==> src/rtl/fetch_queue.sv <==
// Decoupling FIFO between fetch and decode holding {pc, inst} pairs; flushed on redirect.
// Optional empty-queue bypass path enabled by defining FETCHQ_BYPASS_EN.
module fetch_queue #(
    parameter int DEPTH = 4,
    parameter int XLEN  = 32
) (
    input  logic                       clk,
    input  logic                       rst,
    input  logic                       flush,
    input  logic                       in_valid,
    input  logic [XLEN-1:0]            in_pc,
    input  logic [XLEN-1:0]            in_inst,
    output logic                       in_ready,
    output logic                       out_valid,
    output logic [XLEN-1:0]            out_pc,
    output logic [XLEN-1:0]            out_inst,
    input  logic                       out_ready,
    output logic [$clog2(DEPTH+1)-1:0] count
);
    localparam int PW = $clog2(DEPTH);
    localparam int CW = $clog2(DEPTH+1);
    localparam logic [CW-1:0] FULL = CW'(DEPTH);

    logic [XLEN-1:0] pc_mem_q   [DEPTH];
    logic [XLEN-1:0] inst_mem_q [DEPTH];
    logic [PW-1:0]   wr_ptr_q, wr_ptr_d;
    logic [PW-1:0]   rd_ptr_q, rd_ptr_d;
    logic [CW-1:0]   count_q,  count_d;

    logic head_valid;
    logic push_wr;
    logic pop_mem;

    assign head_valid = (count_q != '0);
    assign in_ready   = (count_q != FULL);
    assign count      = count_q;
    assign pop_mem    = head_valid & out_ready;

`ifdef FETCHQ_BYPASS_EN
    logic byp;

    // An empty queue forwards the incoming pair; it is only stored if decode stalls.
    assign byp       = ~head_valid & in_valid & ~flush & ~rst;
    assign out_valid = head_valid | byp;
    assign push_wr   = in_valid & in_ready & ~(byp & out_ready);

    always_comb begin
        out_pc   = '0;
        out_inst = '0;
        if (head_valid) begin
            out_pc   = pc_mem_q[rd_ptr_q];
            out_inst = inst_mem_q[rd_ptr_q];
        end else if (byp) begin
            out_pc   = in_pc;
            out_inst = in_inst;
        end
    end
`else
    assign out_valid = head_valid;
    assign push_wr   = in_valid & in_ready;

    always_comb begin
        out_pc   = '0;
        out_inst = '0;
        if (head_valid) begin
            out_pc   = pc_mem_q[rd_ptr_q];
            out_inst = inst_mem_q[rd_ptr_q];
        end
    end
`endif

    always_comb begin
        wr_ptr_d = wr_ptr_q;
        rd_ptr_d = rd_ptr_q;
        count_d  = count_q;
        if (flush) begin
            wr_ptr_d = '0;
            rd_ptr_d = '0;
            count_d  = '0;
        end else begin
            if (push_wr) wr_ptr_d = wr_ptr_q + PW'(1);
            if (pop_mem) rd_ptr_d = rd_ptr_q + PW'(1);
            case ({push_wr, pop_mem})
                2'b10:   count_d = count_q + CW'(1);
                2'b01:   count_d = count_q - CW'(1);
                default: count_d = count_q;
            endcase
        end
    end

    always_ff @(posedge clk or posedge rst) begin
        if (rst) begin
            wr_ptr_q <= '0;
            rd_ptr_q <= '0;
            count_q  <= '0;
        end else begin
            wr_ptr_q <= wr_ptr_d;
            rd_ptr_q <= rd_ptr_d;
            count_q  <= count_d;
        end
    end

    // Storage carries no reset; occupancy alone decides what is visible.
    always_ff @(posedge clk) begin
        if (push_wr && !flush) begin
            pc_mem_q[wr_ptr_q]   <= in_pc;
            inst_mem_q[wr_ptr_q] <= in_inst;
        end
    end

endmodule
==> config.mk <==
export PLATFORM = sky130hd
export DESIGN_NAME = fetch_queue
export DESIGN_NICKNAME = d
export VERILOG_FILES = /design/src/rtl/fetch_queue.sv
export SDC_FILE = /design/constraint.sdc
export NUM_CORES = 1
export LEC_CHECK = 0
export BUFFER_PORTS_ARGS = -buffer_cell sky130_fd_sc_hd__buf_2
export CAP_MARGIN = 20
export CELL_PAD_IN_SITES_DETAIL_PLACEMENT = 1
export CELL_PAD_IN_SITES_GLOBAL_PLACEMENT = 1
export CORE_ASPECT_RATIO = 1.2
export CORE_MARGIN = 5
export CORE_UTILIZATION = 33
export CTS_BUF_LIST = sky130_fd_sc_hd__clkbuf_2 sky130_fd_sc_hd__clkbuf_4 sky130_fd_sc_hd__clkbuf_8
export DETAILED_ROUTE_END_ITERATION = 10
export GPL_TIMING_DRIVEN = 0
export PLACE_DENSITY_LB_ADDON = 0.1
export SYNTH_ARGS = -nofsm -noshare
export SYNTH_HDL_FRONTEND = slang
export SYNTH_SLANG_ARGS = --single-unit
==> constraint.sdc <==
create_clock -name clk -period 6.57 [get_ports clk]
set_input_delay 0.657 -clock clk [delete_from_list [all_inputs] [get_ports clk]]
set_output_delay 0.657 -clock clk [all_outputs]
set_load 0.01 [all_outputs]
==> results of run 1 <==
## power by group
group | internal (mW) | switching, mW
logic | 0.311 | 0.358
registers | 1.91 | 0.0221
clock network | 0.750 | 0.600
total | 2.97 | 0.980
## layer usage
layer  GRT usage [%]  vias up
met3           4.323       41
met5               0        -
met1           15.19     2642
met4           3.823        8
li1                -     2267
met2           23.62      151
## flip-flops by register name (all words and copies together) (netlist names)
signal      flops
count           3
pc_mem_q      128
wr_ptr_q        2
rd_ptr_q        2
inst_mem_q    128
## area by class of cell
cell class              instances  area share (%)
plain buffers                  24           1.169
well taps                     396           4.025
clock inverters                 9          0.3557
inverters                       3         0.09147
multi-input cells             179           17.75
repair buffers                140           6.423
clock buffers                  67           6.322
flip-flops and latches        263           63.87
## cell usage after synthesis (3+ instances only)
| cell type | number |
|---|---|
| edfxtp_1 | 256 |
| and2_1 | 68 |
| mux4_2 | 64 |
| clkbuf_1 | 10 |
| nor2_1 | 9 |
| buf_2 | 7 |
| dfrtp_1 | 7 |
| nand2_1 | 6 |
| buf_6 | 5 |
| ha_1 | 4 |
| nand3_1 | 4 |
| a21oi_1 | 3 |
| inv_1 | 3 |
| o21ai_0 | 3 |
## worst min path at each step
stage | start | to | slack (ns) | cells after the start
after global routing | rst | rd_ptr_q[0] | 0.06 | 2
after global placement | wr_ptr_q[1] | wr_ptr_q[1] | 0.56 | 2
after floorplan | rst | count[0] | 0.46 | 1
final | rst | rd_ptr_q[0] | 0.09 | 2
after detailed placement | wr_ptr_q[1] | wr_ptr_q[1] | 0.60 | 2
after CTS | rst | rd_ptr_q[0] | 0.06 | 2
## metrics by stage
step / worst slack, ns / cells / area, um^2 / power, mW
global placement: 1.551 / 1001 / 11370 / 2.654
finish: 3.424 / 1081 / 12310 / 3.952
CTS: 3.237 / 1081 / 12310 / 4.050
floorplan: 3.393 / 469 / 10190 / 2.381
global route: 3.124 / 1081 / 12310 / 4.187
detailed placement: 3.716 / 1005 / 11490 / 2.668
## logic make-up after synthesis
kind of cell               Yosys count
DFF                                263
and+or+nand+nor                     96
muxes                               65
buffers and inverters               27
AOI/OAI and AO/OA                    9
adders and majority gates            5
xor gates and xnor gates             4
## worst register-to-register path: stages, from the launching register on
cell and delay, ns:
dfrtp_1 0.49, or3_1 0.55, buf_2 0.26, nand2_1 0.13, a21oi_1 0.07, fa_1 0.45, nand2_1 0.13, o221ai_1 0.14
a31oi_1 0.19
==> impl_metrics.yaml, run 1 <==
run_status:
  status: "finished, final reports clean"
worst_setup_path:
  cp.depth: 5
  end_kind: "primary output"
  r2r-start: "count[1]"
  crit_chain: "or3_1 > buf_2 > clkbuf_1 > and2_1 > buf_2"
  worst-r2r-setup-slack_ns: 4.08
  critical_path.startpoint_type: "flop"
  timing.rr.end: "count[2]"
  path_buf_inv: 3
  worstSetupStartpoint: "count[1]"
  max_stage_delay_ns: 0.54
  crit_end: "out_inst[2]"
  worstPathMaxFanout: 10
  required_ns: 5.91
  path_delay_family: "buffers and inverters"
  critPathSlowestCell: "dfrtp_1"
  path_common_cell: "buf_2"
  criticalPathCategory: "flop to primary output"
  worstPathArrival_ns: 2.49
  reg2reg_depth: 8
synthesis:
  synth.avg_cell_area_um2: 21.73
  synth_top_area_cell: "edfxtp_1"
  synthSimpleGateAreaFrac_pct: 5.524
  ys_top_cells_by_area: "edfxtp_1, mux4_2, and2_1"
  yosysTopAreaCellShare_pct: 75.42
  synth.net_count: 543
  yosysSeqAreaShare_pct: 77.14
  ys_ff_latch: 263
  yosys.area_share.adder_pct: 0.6875
  synth_flop_cell: "edfxtp_1"
  synth_area_mm2: 0.01019
  yosys_warnings: 0
  synth_cells: 469
  synth_xor_area_share_pct: 0.3437
  synth.distinct_cells: 29
  synth_edf_count: 256
  synth_compound_area_share_pct: 0.5279
  synthArstFlopShare_pct: 2.662
  synth_top_family_by_area: "multiplexers"
  synth.area.mux_share_pct: 14.25
clock_network:
  cts_root_buffer: "clkbuf_8"
  hold_buffers: 0
  clkTransAtPathRegs_ns: 0.06
  cts_buffers: 43
  insertion_delay_ns: 0.54
  post_cts.repair.setup_buffers: 0
  cts_htree_levels: 2
  cts.sinks: 263
  post_cts_resized: 0
  clk_path_buf_depth: 3
  cts_tree: "yes"
placed_design:
  io_buffer_count: 136
  gp_congestion: 0.7361
  hpwl_um: 13760
pwr:
  max-vdd-ir-drop_mv: 0.1453
  p_leak_nw: 4.269
  powerDensity_mw_per_mm2: 321.0
floorplanning:
  die_w_um: 170.4
  coreArea_mm2: 0.03048
  start_util_pct: 33.44
  core.rowCount: 70
  die_h_um: 202.5
  num_io_pins: 138
  die_area_mm2: 0.03451
detailed_routing:
  dr.pass1.iters: 4
  viasPerCell: 4.726
  dr_wl_met3_um: 1576
  wl_met2_um: 11900
  highest_layer: "met5"
  drt_iter0_markers: 248
  m1WireLength_um: 8596
  vias: 5109
  antenna_left: 0
  avgRoutedWirePerCell_um: 20.86
  drt_wl_total_um: 22550
  remaining_drc_errors: 0
final_layout:
  ff_latch_area_mm2: 0.007863
  final_cell_mix: "edfxtp_1, buf_2, mux4_2, and2_1, clkbuf_8"
  multiInputGateArea_mm2: 0.002185
  final_core_util_pct: 40.39
  nNetsFinal: 728
  area.growth.synth_to_final_pct: 20.78
  fillers: 2956
  antenna_cells: 0
  mostFrequentLayoutCell: "edfxtp_1"
  drive_gt1_share_pct: 42.92
timing:
  min_period_ns: 3.146
  finClkSkew_ns: 0.02589
  final-hold-violation-count: 0
  final_max_slew_viol_count: 0
  setup_tns_ns: 0
  whs_ns: 0.09145
  rsz0062_at_grt: "false"
  setup_violations: 0
  max-slew-margin-rel_pct: 54.77
  fmax_mhz: 317.9
  finalCritPeriodShare_pct: 47.88
  tightestPinTransition_ns: 0.6785
hold_path:
  hold_class: "input port to async pin"
global_route:
  grt_pass1_vias: 5923
  grt_max_degree: 48
  grt_antenna_before_repair: 4
  track_usage_pct: 13.26
  grt.overflow.total: 0
  grt_pass1_wl_um: 34710
run:
  max-cap-violations: 0
(Power assumes the default switching activity.)
==> run 2: changes to the inputs <==
--- a/config.mk
+++ b/config.mk
@@ -5,6 +5,7 @@
 export SDC_FILE = /design/constraint.sdc
 export NUM_CORES = 1
 export LEC_CHECK = 0
+export ABC_AREA = 1
 export BUFFER_PORTS_ARGS = -buffer_cell sky130_fd_sc_hd__buf_2
 export CAP_MARGIN = 20
 export CELL_PAD_IN_SITES_DETAIL_PLACEMENT = 1
==> constraint.sdc (replaced) <==
create_clock -name clk -period 2.8 [get_ports clk]
set_input_delay 0.28 -clock clk [delete_from_list [all_inputs] [get_ports clk]]
set_output_delay 0.28 -clock clk [all_outputs]
set_load 0.01 [all_outputs]
==> run 2 against run 1 <==
Compared with the run above:
- count of clock-buffer cells in the layout is 8 lower
- worst hold slack worse by 0.046 ns
- sequential power up 140%
- final cell count increased by 39%
- power increased to 2.9 times the previous value
- clock power grew 130%
- largest power group unchanged
==> impl_metrics.yaml, run 2 <==
synthesis:
  synth.avg_cell_area_um2: 12.66
  ys_ff_latch: 263
  synth_edf_count: 256
  yosysTopAreaCellShare_pct: 74.26
  synth.distinct_cells: 22
  ys_top_cells_by_area: "edfxtp_1, nor2_1, o21ai_0"
  synth_common_cells: "nor2_1, edfxtp_1, o21ai_0"
  yosys_warnings: 0
  synth_top_area_cell: "edfxtp_1"
  synth.net_count: 892
  synth_flop_cell: "edfxtp_1"
  synth_cells: 818
  synthArstFlopShare_pct: 2.662
  yosysSeqAreaShare_pct: 75.95
  synth_area_mm2: 0.01035
  synth_most_common_cell: "nor2_1"
timing:
  setup_violations: 0
  tightestPinTransition_ns: 0.8087
  rsz0062_at_grt: "false"
  min_period_ns: 2.657
  final-hold-violation-count: 0
  setup_tns_ns: 0
  whs_ns: 0.04524
  finalCritPeriodShare_pct: 94.89
  max-slew-margin-rel_pct: 45.96
  fmax_mhz: 376.4
  final_max_slew_viol_count: 0
  finClkSkew_ns: 0.009562
hold_path:
  worstHoldStart: "out_ready"
  hold_class: "input port to flop"
final_layout:
  mostFrequentLayoutCell: "nor2_1"
  drive_gt1_share_pct: 22.33
  nNetsFinal: 1150
  antenna_cells: 0
  area.growth.synth_to_final_pct: 27.53
  final_cell_mix: "nor2_1, edfxtp_1, buf_2, o21ai_0, a21oi_1"
  fin_area_mm2: 0.01320
detailed_routing:
  drt_wl_total_um: 28270
  remaining_drc_errors: 0
  drt_iter0_markers: 260
  viasPerCell: 4.697
  vias: 7079
  avgRoutedWirePerCell_um: 18.76
  antenna_left: 0
  dr.pass1.iters: 4
worst_setup_path:
  end_kind: "primary output"
  r2r-start: "count[0]"
  criticalPathCategory: "flop to primary output"
  critical_path.startpoint_type: "flop"
  path_buf_inv: 4
  worstPathArrival_ns: 2.38
  required_ns: 2.52
  critPathSlowestCell: "clkbuf_1"
  worstSetupStartpoint: "rd_ptr_q[0]"
  path_delay_family: "buffers and inverters"
  crit_chain: "inv_2 > buf_4 > clkbuf_1 > o21ai_0 > a21oi_1 > buf_2"
  max_stage_delay_ns: 0.47
  worstPathMaxFanout: 10
run:
  max-cap-violations: 0
floorplanning:
  start_util_pct: 33.20
  die_area_mm2: 0.03503
  num_io_pins: 138
  die_w_um: 171.7
  coreArea_mm2: 0.03118
  core.rowCount: 71
  die_h_um: 204.0
clock_network:
  cts_root_buffer: "clkbuf_8"
  clk_path_buf_depth: 3
  clkTransAtPathRegs_ns: 0.06
  cts_tree: "yes"
  cts_htree_levels: 2
  cts_buffers: 44
  cts.sinks: 263
  insertion_delay_ns: 0.54
global_route:
  grt.overflow.total: 0
  track_usage_pct: 16.24
  grt_max_degree: 28
  grt_antenna_before_repair: 0
  grt_pass1_wl_um: 43110
  grt_pass1_vias: 7463
pwr:
  powerDensity_mw_per_mm2: 869.2
  max-vdd-ir-drop_mv: 0.4353
  p_leak_nw: 4.889
  finalPower_mw: 11.48
placed_design:
  gp_congestion: 0.6975
  io_buffer_count: 137
  hpwl_um: 17850
  placed_area_mm2: 0.01175
run_status:
  status: "finished, final reports clean"
[run 2: final timing paths]
| path | endpoint | slack [ns] | depth (start not counted) |
|---|---|---|---|
| max in group asynchronous | rd_ptr_q[1] | 2.33 | 3 |
| worst min-delay path | rd_ptr_q[0] | 0.05 | 3 |
| worst min register to register | count[1] | 0.55 | 2 |
| min in group asynchronous | count[2] | 0.23 | 3 |
| worst max-delay path | out_pc[8] | 0.14 | 6 |
| worst max register to register | inst_mem_q[0][12] | 0.34 | 8 |
[run 2: cell type report]
type	count	area, um^2
buffer	48	267.8
multi-input combinational	491	2195
timing repair buffer	212	1526
clock buffer	59	724.4
inverter	16	60.06
clock inverter	17	65.06
fill	3350	17980
tap	401	501.7
sequential	263	7863
[run 2: layer usage]
layer  global-route usage (%)  up-vias  part of all wire, %
met1                    20.45     3461                   43
met3                    2.786       54                  4.3
met2                    28.39      153                   50
li1                         -     3411                    -
met4                    5.123        0                  2.5
met5                        0        -                    0
[run 2: power by group]
group / switching [mW] / total (mW) / internal [mW] / leakage, nW
Combinational: 2.50 / 3.73 / 1.23 / 2.05
Sequential: 0.0724 / 4.63 / 4.55 / 2.42
Clock: 1.46 / 3.12 / 1.66 / 0.417
Total: 4.03 / 11.5 / 7.44 / 4.89
[run 2: timing repair]
action | in CTS | in global routing
gates resized for setup | 0 | 4
setup endpoints to repair | 0 | 3
hold endpoints to repair | 266 | 0
hold buffers | 66 | 0
setup buffers | 0 | 0
[run 2: cell families (layout without fill, tap and decap cells)]
logic type	after synthesis	after routing	share of synthesized area [%]
adder cells (fa/ha/maj)	5	5	0.6768
AND/OR/NAND/NOR	287	287	10.58
AO/OA/AOI/OAI	198	198	9.572
buffers and inverters	64	352	3.142
XOR/XNOR	1	1	0.08462
flip-flops	263	263	75.95
[run 2: metrics by stage]
stage | instances | setup slack, ns | util (%)
2_1_floorplan | 818 | -0.2873 | -
3_3_place_gp | 1356 | -1.997 | 37.04
3_5_place_dp | 1365 | 0.2708 | 37.68
4_1_cts | 1507 | 0.02052 | 42.33
5_1_grt | 1507 | 0.0008586 | 42.34
6_report | 1507 | 0.1430 | 42.34
[run 2: tightest hold or removal path: cells and delay by family]
family                 cells  cell delay [ns]
buffers and inverters      1             0.11
and+or+nand+nor            1             0.09
AOI/OAI and AO/OA          1             0.07
